File: src/rtl/apb2axi_pkg.sv
// Shared types and AXI constants for the APB-to-AXI bridge master engine.
// Struct widths follow the package defaults; keep module parameters in step with them.
package apb2axi_pkg;

  localparam int unsigned AXI_ADDR_W = 32;
  localparam int unsigned AXI_DATA_W = 32;
  localparam int unsigned AXI_ID_W   = 4;
  localparam int unsigned AXI_LEN_W  = 8;

  localparam logic [1:0] AXI_RESP_OKAY   = 2'b00;
  localparam logic [1:0] AXI_RESP_EXOKAY = 2'b01;
  localparam logic [1:0] AXI_RESP_SLVERR = 2'b10;
  localparam logic [1:0] AXI_RESP_DECERR = 2'b11;
  localparam logic [1:0] AXI_BURST_INCR  = 2'b01;

  typedef struct packed {
    logic                  is_wr;
    logic [AXI_ID_W-1:0]   id;
    logic [AXI_ADDR_W-1:0] addr;
    logic [AXI_LEN_W-1:0]  len;
    logic [2:0]            size;
  } cmd_t;

  typedef struct packed {
    logic [AXI_DATA_W-1:0]   data;
    logic [AXI_DATA_W/8-1:0] strb;
  } wd_t;

  typedef struct packed {
    logic                  is_wr;
    logic [AXI_ID_W-1:0]   id;
    logic [1:0]            resp;
    logic [AXI_DATA_W-1:0] data;
    logic                  last;
    logic                  len_err;
  } rsp_t;

  typedef enum logic [2:0] {
    ST_IDLE = 3'd0,
    ST_AW   = 3'd1,
    ST_W    = 3'd2,
    ST_B    = 3'd3,
    ST_AR   = 3'd4,
    ST_R    = 3'd5,
    ST_WRSP = 3'd6
  } state_t;

endpackage

File: src/rtl/apb2axi_axi_master_fsm_if.sv
// AXI4 read/write channel bundle between the bridge master engine and the AXI slave.
interface apb2axi_axi_master_fsm_if #(
  parameter int unsigned ADDR_W = 32,
  parameter int unsigned DATA_W = 32,
  parameter int unsigned ID_W   = 4,
  parameter int unsigned LEN_W  = 8
);
  logic              awvalid, awready;
  logic [ID_W-1:0]   awid;
  logic [ADDR_W-1:0] awaddr;
  logic [LEN_W-1:0]  awlen;
  logic [2:0]        awsize;
  logic [1:0]        awburst;

  logic                wvalid, wready, wlast;
  logic [DATA_W-1:0]   wdata;
  logic [DATA_W/8-1:0] wstrb;

  logic            bvalid, bready;
  logic [ID_W-1:0] bid;
  logic [1:0]      bresp;

  logic              arvalid, arready;
  logic [ID_W-1:0]   arid;
  logic [ADDR_W-1:0] araddr;
  logic [LEN_W-1:0]  arlen;
  logic [2:0]        arsize;
  logic [1:0]        arburst;

  logic              rvalid, rready, rlast;
  logic [ID_W-1:0]   rid;
  logic [DATA_W-1:0] rdata;
  logic [1:0]        rresp;

  modport master (
    output awvalid, awid, awaddr, awlen, awsize, awburst, input awready,
    output wvalid, wdata, wstrb, wlast, input wready,
    input bvalid, bid, bresp, output bready,
    output arvalid, arid, araddr, arlen, arsize, arburst, input arready,
    input rvalid, rid, rdata, rresp, rlast, output rready
  );

  modport slave (
    input awvalid, awid, awaddr, awlen, awsize, awburst, output awready,
    input wvalid, wdata, wstrb, wlast, output wready,
    output bvalid, bid, bresp, input bready,
    input arvalid, arid, araddr, arlen, arsize, arburst, output arready,
    output rvalid, rid, rdata, rresp, rlast, input rready
  );
endinterface

File: src/rtl/apb2axi_axi_master_fsm.sv
// AXI4 master engine: pops one command, runs one burst, emits response entries in order.
// Optional performance counters are enabled by defining APB2AXI_PERF_CNT_EN.
module apb2axi_axi_master_fsm
  import apb2axi_pkg::*;
#(
  parameter int unsigned ADDR_W = AXI_ADDR_W,
  parameter int unsigned DATA_W = AXI_DATA_W,
  parameter int unsigned ID_W   = AXI_ID_W,
  parameter int unsigned LEN_W  = AXI_LEN_W
) (
  input  logic clk,
  input  logic reset,
  input  logic cmd_vld,
  output logic cmd_rdy,
  input  cmd_t cmd_data,
  input  logic wd_vld,
  output logic wd_rdy,
  input  wd_t  wd_data,
  apb2axi_axi_master_fsm_if.master axi,
  output logic rsp_vld,
  input  logic rsp_rdy,
  output rsp_t rsp_data
`ifdef APB2AXI_PERF_CNT_EN
  ,
  output logic [31:0] perf_wr_cnt,
  output logic [31:0] perf_rd_cnt,
  output logic [15:0] perf_err_cnt
`endif
);

  state_t            state, state_nxt;
  logic              cmd_rdy_q;
  logic              is_wr_q;
  logic [ID_W-1:0]   id_q;
  logic [ADDR_W-1:0] addr_q;
  logic [LEN_W-1:0]  len_q;
  logic [2:0]        size_q;
  logic [LEN_W:0]    beat_cnt;
  logic [1:0]        bresp_q;
  logic              bid_err_q;
  logic              cmd_hs, w_hs, r_hs, last_beat, r_len_err;

  assign cmd_rdy   = cmd_rdy_q;
  assign cmd_hs    = cmd_vld & cmd_rdy_q;
  assign w_hs      = axi.wvalid & axi.wready;
  assign r_hs      = axi.rvalid & axi.rready;
  assign last_beat = (beat_cnt == {1'b0, len_q});
  // Beats past len (short of rlast) are errors as well as a misplaced rlast.
  assign r_len_err = (beat_cnt > {1'b0, len_q}) | (axi.rlast != last_beat);

  always_comb begin
    state_nxt = state;
    case (state)
      ST_IDLE: if (cmd_hs) state_nxt = cmd_data.is_wr ? ST_AW : ST_AR;
      ST_AW:   if (axi.awready) state_nxt = ST_W;
      ST_W:    if (w_hs && axi.wlast) state_nxt = ST_B;
      ST_B:    if (axi.bvalid) state_nxt = ST_WRSP;
      ST_WRSP: if (rsp_rdy) state_nxt = ST_IDLE;
      ST_AR:   if (axi.arready) state_nxt = ST_R;
      ST_R:    if (r_hs && axi.rlast) state_nxt = ST_IDLE;
      default: state_nxt = ST_IDLE;
    endcase
  end

  // cmd_rdy is registered so it stays low through reset and rises one cycle after release.
  always_ff @(posedge clk or posedge reset) begin
    if (reset) begin
      state     <= ST_IDLE;
      cmd_rdy_q <= 1'b0;
      is_wr_q   <= 1'b0;
      id_q      <= '0;
      addr_q    <= '0;
      len_q     <= '0;
      size_q    <= '0;
      beat_cnt  <= '0;
      bresp_q   <= AXI_RESP_OKAY;
      bid_err_q <= 1'b0;
    end else begin
      state     <= state_nxt;
      cmd_rdy_q <= (state_nxt == ST_IDLE);
      if (cmd_hs) begin
        is_wr_q <= cmd_data.is_wr;
        id_q    <= cmd_data.id;
        addr_q  <= cmd_data.addr;
        len_q   <= cmd_data.len;
        size_q  <= cmd_data.size;
      end
      if ((state == ST_AW && axi.awready) || (state == ST_AR && axi.arready))
        beat_cnt <= '0;
      else if (w_hs || (r_hs && !(&beat_cnt)))
        beat_cnt <= beat_cnt + (LEN_W+1)'(1);
      if (state == ST_B && axi.bvalid) begin
        bresp_q   <= axi.bresp;
        bid_err_q <= (axi.bid != id_q);
      end
    end
  end

  always_comb begin
    axi.awvalid = (state == ST_AW);
    axi.awid    = id_q;
    axi.awaddr  = addr_q;
    axi.awlen   = len_q;
    axi.awsize  = size_q;
    axi.awburst = AXI_BURST_INCR;
    axi.arvalid = (state == ST_AR);
    axi.arid    = id_q;
    axi.araddr  = addr_q;
    axi.arlen   = len_q;
    axi.arsize  = size_q;
    axi.arburst = AXI_BURST_INCR;
    axi.wvalid  = (state == ST_W) & wd_vld;
    wd_rdy      = (state == ST_W) & axi.wready;
    axi.wdata   = wd_data.data[DATA_W-1:0];
    axi.wstrb   = wd_data.strb;
    axi.wlast   = (state == ST_W) & last_beat;
    axi.bready  = (state == ST_B);
    axi.rready  = (state == ST_R) & rsp_rdy;
    rsp_vld     = 1'b0;
    rsp_data    = '0;
    if (state == ST_WRSP) begin
      rsp_vld          = 1'b1;
      rsp_data.is_wr   = is_wr_q;
      rsp_data.id      = id_q;
      rsp_data.resp    = bresp_q;
      rsp_data.last    = 1'b1;
      rsp_data.len_err = bid_err_q;
    end else if (state == ST_R) begin
      rsp_vld          = axi.rvalid;
      rsp_data.id      = axi.rid;
      rsp_data.resp    = axi.rresp;
      rsp_data.data    = axi.rdata;
      rsp_data.last    = axi.rlast;
      rsp_data.len_err = r_len_err;
    end
  end

`ifdef APB2AXI_PERF_CNT_EN
  always_ff @(posedge clk or posedge reset) begin
    if (reset) begin
      perf_wr_cnt  <= '0;
      perf_rd_cnt  <= '0;
      perf_err_cnt <= '0;
    end else begin
      if (state == ST_WRSP && rsp_rdy && !(&perf_wr_cnt))
        perf_wr_cnt <= perf_wr_cnt + 32'd1;
      if (r_hs && axi.rlast && !(&perf_rd_cnt))
        perf_rd_cnt <= perf_rd_cnt + 32'd1;
      if (rsp_vld && rsp_rdy && (rsp_data.resp != AXI_RESP_OKAY || rsp_data.len_err)
          && !(&perf_err_cnt))
        perf_err_cnt <= perf_err_cnt + 16'd1;
    end
  end
`endif

endmodule

File: src/flat_wrapper.sv
// flat-port wrapper written by rule: the top's interface ports become plain ports
module apb2axi_axi_master_fsm_flat import apb2axi_pkg::*;
#(
  parameter int unsigned ADDR_W = AXI_ADDR_W,
  parameter int unsigned DATA_W = AXI_DATA_W,
  parameter int unsigned ID_W   = AXI_ID_W,
  parameter int unsigned LEN_W  = AXI_LEN_W
)
  (clk, reset, cmd_vld, cmd_rdy, cmd_data, wd_vld, wd_rdy, wd_data, rsp_vld, rsp_rdy, rsp_data, axi_awvalid, axi_awid, axi_awaddr, axi_awlen, axi_awsize, axi_awburst, axi_awready, axi_wvalid, axi_wdata, axi_wstrb, axi_wlast, axi_wready, axi_bvalid, axi_bid, axi_bresp, axi_bready, axi_arvalid, axi_arid, axi_araddr, axi_arlen, axi_arsize, axi_arburst, axi_arready, axi_rvalid, axi_rid, axi_rdata, axi_rresp, axi_rlast, axi_rready);
  apb2axi_axi_master_fsm_if #(.ADDR_W(ADDR_W), .DATA_W(DATA_W), .ID_W(ID_W), .LEN_W(LEN_W)) axi_i ();
  input  logic clk;
  input  logic reset;
  input  logic cmd_vld;
  output logic cmd_rdy;
  input  cmd_t cmd_data;
  input  logic wd_vld;
  output logic wd_rdy;
  input  wd_t wd_data;
  output logic rsp_vld;
  input  logic rsp_rdy;
  output rsp_t rsp_data;
  output wire logic [$bits(axi_i.awvalid)-1:0] axi_awvalid;
  output wire logic [$bits(axi_i.awid)-1:0] axi_awid;
  output wire logic [$bits(axi_i.awaddr)-1:0] axi_awaddr;
  output wire logic [$bits(axi_i.awlen)-1:0] axi_awlen;
  output wire logic [$bits(axi_i.awsize)-1:0] axi_awsize;
  output wire logic [$bits(axi_i.awburst)-1:0] axi_awburst;
  input wire logic [$bits(axi_i.awready)-1:0] axi_awready;
  output wire logic [$bits(axi_i.wvalid)-1:0] axi_wvalid;
  output wire logic [$bits(axi_i.wdata)-1:0] axi_wdata;
  output wire logic [$bits(axi_i.wstrb)-1:0] axi_wstrb;
  output wire logic [$bits(axi_i.wlast)-1:0] axi_wlast;
  input wire logic [$bits(axi_i.wready)-1:0] axi_wready;
  input wire logic [$bits(axi_i.bvalid)-1:0] axi_bvalid;
  input wire logic [$bits(axi_i.bid)-1:0] axi_bid;
  input wire logic [$bits(axi_i.bresp)-1:0] axi_bresp;
  output wire logic [$bits(axi_i.bready)-1:0] axi_bready;
  output wire logic [$bits(axi_i.arvalid)-1:0] axi_arvalid;
  output wire logic [$bits(axi_i.arid)-1:0] axi_arid;
  output wire logic [$bits(axi_i.araddr)-1:0] axi_araddr;
  output wire logic [$bits(axi_i.arlen)-1:0] axi_arlen;
  output wire logic [$bits(axi_i.arsize)-1:0] axi_arsize;
  output wire logic [$bits(axi_i.arburst)-1:0] axi_arburst;
  input wire logic [$bits(axi_i.arready)-1:0] axi_arready;
  input wire logic [$bits(axi_i.rvalid)-1:0] axi_rvalid;
  input wire logic [$bits(axi_i.rid)-1:0] axi_rid;
  input wire logic [$bits(axi_i.rdata)-1:0] axi_rdata;
  input wire logic [$bits(axi_i.rresp)-1:0] axi_rresp;
  input wire logic [$bits(axi_i.rlast)-1:0] axi_rlast;
  output wire logic [$bits(axi_i.rready)-1:0] axi_rready;
  assign axi_awvalid = axi_i.awvalid;
  assign axi_awid = axi_i.awid;
  assign axi_awaddr = axi_i.awaddr;
  assign axi_awlen = axi_i.awlen;
  assign axi_awsize = axi_i.awsize;
  assign axi_awburst = axi_i.awburst;
  assign axi_i.awready = axi_awready;
  assign axi_wvalid = axi_i.wvalid;
  assign axi_wdata = axi_i.wdata;
  assign axi_wstrb = axi_i.wstrb;
  assign axi_wlast = axi_i.wlast;
  assign axi_i.wready = axi_wready;
  assign axi_i.bvalid = axi_bvalid;
  assign axi_i.bid = axi_bid;
  assign axi_i.bresp = axi_bresp;
  assign axi_bready = axi_i.bready;
  assign axi_arvalid = axi_i.arvalid;
  assign axi_arid = axi_i.arid;
  assign axi_araddr = axi_i.araddr;
  assign axi_arlen = axi_i.arlen;
  assign axi_arsize = axi_i.arsize;
  assign axi_arburst = axi_i.arburst;
  assign axi_i.arready = axi_arready;
  assign axi_i.rvalid = axi_rvalid;
  assign axi_i.rid = axi_rid;
  assign axi_i.rdata = axi_rdata;
  assign axi_i.rresp = axi_rresp;
  assign axi_i.rlast = axi_rlast;
  assign axi_rready = axi_i.rready;
  apb2axi_axi_master_fsm #(.ADDR_W(ADDR_W), .DATA_W(DATA_W), .ID_W(ID_W), .LEN_W(LEN_W)) u_core (.clk(clk), .reset(reset), .cmd_vld(cmd_vld), .cmd_rdy(cmd_rdy), .cmd_data(cmd_data), .wd_vld(wd_vld), .wd_rdy(wd_rdy), .wd_data(wd_data), .axi(axi_i), .rsp_vld(rsp_vld), .rsp_rdy(rsp_rdy), .rsp_data(rsp_data));
endmodule
File: config.mk
export PLATFORM = sky130hd
export DESIGN_NAME = apb2axi_axi_master_fsm_flat
export DESIGN_NICKNAME = d
export VERILOG_FILES = /design/src/rtl/apb2axi_pkg.sv /design/src/rtl/apb2axi_axi_master_fsm_if.sv /design/src/rtl/apb2axi_axi_master_fsm.sv /design/src/flat_wrapper.sv
export SDC_FILE = /design/constraint.sdc
export NUM_CORES = 1
export LEC_CHECK = 0
export ABC_AREA = 0
export CORE_AREA = 2 2 125 127
export CTS_CLUSTER_SIZE = 12
export DETAILED_ROUTE_END_ITERATION = 8
export DIE_AREA = 0 0 127 129
export MAX_ROUTING_LAYER = met4
export PLACE_DENSITY = 0.73
export SKIP_CTS_REPAIR_TIMING = 1
export SLEW_MARGIN = 20
export SYNTH_ARGS = -nofsm -noshare
export SYNTH_HDL_FRONTEND = slang
export SYNTH_SLANG_ARGS = --single-unit
File: constraint.sdc
create_clock -name clk -period 4.6 [get_ports clk]
set_input_delay 0.46 -clock clk [delete_from_list [all_inputs] [get_ports clk]]
set_output_delay 0.46 -clock clk [all_outputs]
set_load 0.05 [all_outputs]
==> results by group <==
Timing
  – Setup TNS: 0 ns
  – Slew Limit Fails: 0
  – RSZ-0062 raised after global routing: false
  – Final Cycle Share: 67.6%
  – Slew @ Worst Pin: 0.671 ns
  – Final Skew: 0.00921 ns
  – Final hold vios: 0
  – Rel. slew slack: 55.2%
  – Fmax: 322 MHz
  – Hold WS: 0.496 ns
  – Final setup viols: 0
  – Final min period: 3.11 ns

Die
  – Die area: 16400 um^2
  – Die Y-Extent: 129 um
  – I/O pin cnt: 323
  – Core area: 15000 um^2
  – Num rows: 45
  – Starting Density: 26.3%
  – Width of the die: 127 um

Logic synthesis
  – Cells after Synth: 370
  – Yosys top cell area share: 40.7%
  – FFs w/ async S/R, synth: 100%
  – Post-synth EDFFs: 0
  – Distinct cells, synth: 47
  – Synth Flop Type: dfrtp_1
  – Top post-synthesis cells by area: dfrtp_1, buf_4, mux2_2
  – #FFs+latches synth: 64
  – Yosys synthesis warning count: 0
  – Seq/Total Area, Yosys: 40.7%
  – Most frequent cell after synthesis: buf_4
  – Avg Inst Size Synth: 10.6 um^2
  – Mapped Area: 3930 um^2
  – Post-synth top cells: buf_4, dfrtp_1, mux2_2
  – Area leader, netlist: dfrtp_1

Power and ir drop
  – Leakage: 2.59 nW
  – PD cells: 823 nW/um^2
  – Worst vdd ir: 0.576 mV

Route
  – Drt drc: 0
  – Antenna viol nets, final: 0
  – WL/cell: 17.7 um
  – Vias per cell: 4.50
  – DR vias: 3244
  – DR pass1 iterations: 4
  – Initial DRC Count: 90
  – DRT Wirelength: 12700 um

Worst setup path
  – R2R Setup Slk: 2.47 ns
  – Critical path class: reg -> out
  – Worst-path fanout max: 45
  – Worst R2R Start: u_core.beat_cnt[0]
  – Reg-to-reg endpoint: u_core.beat_cnt[7]
  – CP Capture Type: output port
  – Crit path DAT: 2.65 ns
  – CP Launch Type: register
  – Cells on worst reg2reg path: 8
  – Required @ worst endpoint: 4.14 ns

Global routing
  – Largest net degree at the start of global routing: 49
  – GR Util All Layers: 15.1%
  – Overflow left after global routing: 0
  – Initial antenna violation count: 0
  – First-pass GRT wire length: 18500 um
  – Number of global-route vias before repair: 3332

Cells and area
  – Final nets: 679
  – Ant diodes: 0
  – Layout filler cell count: 1389
  – Area growth syn-to-layout: 58.7%
  – Layout cell share with drive strength beyond 1: 13.9%

CTS
  – Clock Sink Count: 64
  – Clk root buf: clkbuf_16
  – Worst-Skew Late Latency: 0.32 ns
  – Clock Path Buffers: 2
  – # H-tree levels: 3
  – CTS clk-pin slew, worst paths: 0.06 ns
  – CTS Buf Count: 9
  – TritonCTS clock tree: done

Placed design
  – Global placement routability congestion: 0.858
  – HPWL after detailed placement: 10400 um
  – PortBufs: 246

Hold path
  – Hold Path Origin: u_core.bid_err_q
  – Min-Delay Path Depth: 2
  – WHS Endpoint: u_core.bid_err_q
  – Min-Delay Path Class: reg -> reg

Status
  – Status: finished clean

Job
  – Max Cap Viol: 0
## power breakdown
| group | internal (mW) | switching (mW) |
|---|---|---|
| Combinational | 1.18 | 2.21 |
| Clock | 0.441 | 0.227 |
| Sequential | 0.820 | 0.260 |
| Total | 2.44 | 2.70 |
## per-stage QoR
stage / instance area, um^2 / instances / power [mW] / util [%] / setup WS, ns
2_1_floorplan: 3940 / 372 / 3.66 / - / 2.28
5_1_grt: 6240 / 721 / 5.35 / 41.7 / 1.32
3_5_place_dp: 5940 / 707 / 4.48 / 39.7 / 1.77
6_report: 6240 / 721 / 5.14 / 41.7 / 1.49
4_1_cts: 6230 / 721 / 5.19 / 41.6 / 1.47
3_3_place_gp: 5940 / 707 / 4.46 / 39.7 / 1.78
## placed cells by master (no fill, tap or decap), drive strengths merged, types with 2 or more instances in the layout
cell,n
clkdlybuf4s50,246
dfrtp,64
mux2,50
and2,39
nand2,18
clkbuf,11
ha,10
a22o,9
nand3,9
inv,9
o21ai,6
a21oi,5
and3b,4
nor2,4
xor2,4
mux2i,4
conb,4
nor2b,3
nor4bb,2
nor4,2
nand4b,2
nor3,2
a211oi,2
buf,2
## cell type report
type / instances / area [um^2] / area share (%)
well taps: 188 / 235 / 3.77
repair buffers: 248 / 2480 / 39.7
flip-flops and latches: 64 / 1600 / 25.7
clock inverters: 3 / 42.5 / 0.682
clock buffers: 11 / 253 / 4.05
multi-input cells: 198 / 1600 / 25.6
inverters: 9 / 33.8 / 0.541
## routing by layer
layer | part of all wire, % | global-route usage (%) | vias up | routed length [um]
met1 | 37 | 16.5 | 1533 | 4670
li1 | - | - | 1487 | -
met2 | 51 | 25.9 | 206 | 6450
met3 | 9.4 | 4.20 | 18 | 1190
met5 | 0 | - | - | 0
met4 | 3.3 | 6.66 | 0 | 418
## flip-flops by register name, indices dropped and copies added, names as in the netlist
| name | count |
|---|---|
| u_core.is_wr_q | 1 |
| u_core.axi.arsize | 3 |
| u_core.bresp_q | 2 |
| u_core.bid_err_q | 1 |
| u_core.axi.arlen | 8 |
| u_core.axi.araddr | 32 |
| u_core.axi.arid | 4 |
| u_core.beat_cnt | 9 |
| u_core.state | 3 |
| u_core.cmd_rdy | 1 |
## worst max-delay path, cell delays in order (launching register included)
cell and delay, ns:
dfrtp_1 0.57, and3b_1 0.21, buf_4 0.33, a21boi_0 0.23
o32a_1 0.18, clkdlybuf4s50_1 0.80
## worst max-delay path by stage
stage	from	end	slack, ns	cells past startpoint
2_1_floorplan	u_core.axi.arlen[6]	rsp_data[0]	2.28	6
3_3_place_gp	axi_rlast	rsp_data[0]	1.78	5
3_5_place_dp	axi_rlast	rsp_data[0]	1.77	5
4_1_cts	u_core.state[2]	rsp_data[0]	1.47	5
5_1_grt	u_core.state[2]	rsp_data[0]	1.32	5
6_report	u_core.state[2]	rsp_data[0]	1.49	5
## cells by family after synthesis
kind of cell	after synthesis	share of synthesized area [%]
other	2	0.191
multiplexers	54	15.3
AO/OA/AOI/OAI	28	5.31
XOR/XNOR	4	0.891
flip-flops	64	40.7
AND/OR/NAND/NOR	98	15.3
adder cells (fa/ha/maj)	10	3.18
buffers and inverters	110	19.1
Note: power is estimated with default switching activity, not from simulation.
==> variant (same settings) <==
The package constant `AXI_LEN_W` goes from 8 to 16.
--- a/src/rtl/apb2axi_pkg.sv
+++ b/src/rtl/apb2axi_pkg.sv
@@ -6,5 +6,5 @@
   localparam int unsigned AXI_DATA_W = 32;
   localparam int unsigned AXI_ID_W   = 4;
-  localparam int unsigned AXI_LEN_W  = 8;
+  localparam int unsigned AXI_LEN_W  = 16;
 
   localparam logic [1:0] AXI_RESP_OKAY   = 2'b00;
Ports: changed (resized axi_arlen, axi_awlen and cmd_data); port bits go from 323 to 347. No check against the original RTL was run, so the function may have changed too.
==> variant against the unedited design <==
Critical path depth grew 1. Largest cell class unchanged. First-iteration DRC count grew 50%. Fmax fell by 10%. Total power is 18% higher. Routed wire length rose by 30%. Design area grew 18%. Area after synthesis grew 24%. Sequential cell count up 16. Register-to-register slack got worse by 540 ps. Worst setup slack lost 350 ps.
==> variant: results (changes against the unedited design) <==
Outcome
  – Outcome: finished, final reports clean

Setup path
  – Crit path from: u_core.state[0]
  – Worst Path Arrival: 3000 ps (+350 ps)
  – Worst R2R Start: u_core.beat_cnt[3]
  – Worst R2R End: u_core.beat_cnt[15]
  – R2R cell count: 9 (+1)
  – Reg2Reg Setup Slack: 1930 ps (-540 ps)

Global route
  – Vias in the first global route: 3956 (+19%)
  – Largest net degree at the start of global routing: 44 (-10%)
  – First-pass GRT wire length: 23700 µm (+28%)
  – GRT Resource Usage Total: 20.1% (+4.9 points)
  – Initial antenna violation count: 1 (+1)

Place
  – Placer Congestion: 0.808 (-5.8%)
  – Pre-CTS setup slack: 1490 ps (-289 ps)
  – DP Area: 7080 µm² (+19%)
  – IO buf count: 270 (+9.8%)
  – Detailed placer's ending HPWL: 13200 µm (+27%)

Pwr
  – Peak supply drop: 0.695 mV (+21%)
  – Leakage dissipation: 3.17 nW (+22%)

Layout
  – Layout cells sized above 1: 13.1% (-0.75 points)
  – Filler cells: 1345 (-3.2%)
  – Layout net count: 807 (+19%)

STA
  – FMAX: 289 MHz (-10%)
  – Clock Skew: 5.45 ps (-3.76 ps)

Clocking
  – Clk_lat worst skew: 340 ps (+20 ps)

Logic synthesis
  – Post-synth top cells: buf_4, dfrtp_1, mux2_2
  – Register area share after synthesis: 41.0% (+0.31 points)
  – Distinct cells, synth: 41 (-13%)
  – Synth top area cells: dfrtp_1, buf_4, mux2_2, and2_1, ha_1

Detailed routing
  – DRT Wirelength: 16600 µm (+30%)
variant: changes by cell type after synthesis, sizes merged, moves of 9 or more:
| cell | unedited run | this run |
|---|---|---|
| nor2 | 4 | 27 |
| dfrtp | 64 | 80 |
| xor2 | 4 | 17 |
| inv | 9 | 19 |
| mux2 | 50 | 60 |
| nand2 | 18 | 9 |
| nand4 | 1 | 10 |
variant: area by class of cell:
cell class	instances	area (µm²)	area share, %
multi-input combinational	258	2040	27.6
clock inverter	6	68.8	0.933
tap	188	235	3.19
timing repair buffer	274	2730	37.0
antenna	1	2.50	0.0339
sequential	80	2000	27.1
inverter	19	72.6	0.984
clock buffer	10	229	3.10
variant: through the flow:
step	utilization [%]	power (mW)	hold slack, ps	std cells
after floorplan	-	4.32	442	469
after global placement	47.3	5.33	472	819
after detailed placement	47.3	5.35	472	819
after CTS	49.2	6.12	490	835
after global routing	49.3	6.30	532	836
final	49.3	6.06	489	836
variant: layer usage:
metal | global-route usage, % | vias up | part of all wire (%)
met5 | - | - | 0
met4 | 7.30 | 0 | 1.8
met3 | 4.62 | 17 | 7.7
met2 | 35.4 | 233 | 53
met1 | 22.3 | 1845 | 38
li1 | - | 1835 | -
variant: how the worst min path moves through the flow:
stage / to / slack [ps] / depth (start not counted)
after CTS: u_core.bid_err_q / 490 / 2
final: u_core.bid_err_q / 490 / 2
after global routing: u_core.bid_err_q / 530 / 2
after global placement: u_core.bid_err_q / 470 / 2
after detailed placement: u_core.bid_err_q / 470 / 2
after floorplan: u_core.bid_err_q / 440 / 2
variant: logic make-up after synthesis:
logic type,Yosys count,share of synthesized area [%]
AND/OR/NAND/NOR,122,14.1
other,2,0.154
flip-flops,80,41.0
buffers and inverters,131,17.5
adder cells (fa/ha/maj),18,4.62
AO/OA/AOI/OAI,37,5.75
XOR/XNOR,17,3.05
multiplexers,60,13.8
variant: where the power goes:
group          switching (mW)  leakage (nW)  total (mW)  internal, mW
clock                   0.301         0.143       0.724         0.423
combinational            2.63          2.04        4.01          1.38
sequential              0.324         0.985        1.32         0.995
total                    3.26          3.17        6.06          2.80
variant: worst reg2reg max path, stage by stage, from the launching register on:
cell     delay [ps]
dfrtp_1         430
and4_1          250
and4_1          250
nand2_1          70
nor2_1           60
ha_1            210
o32ai_4         640
nand3_2         180
or3_1           380
a21oi_1         140
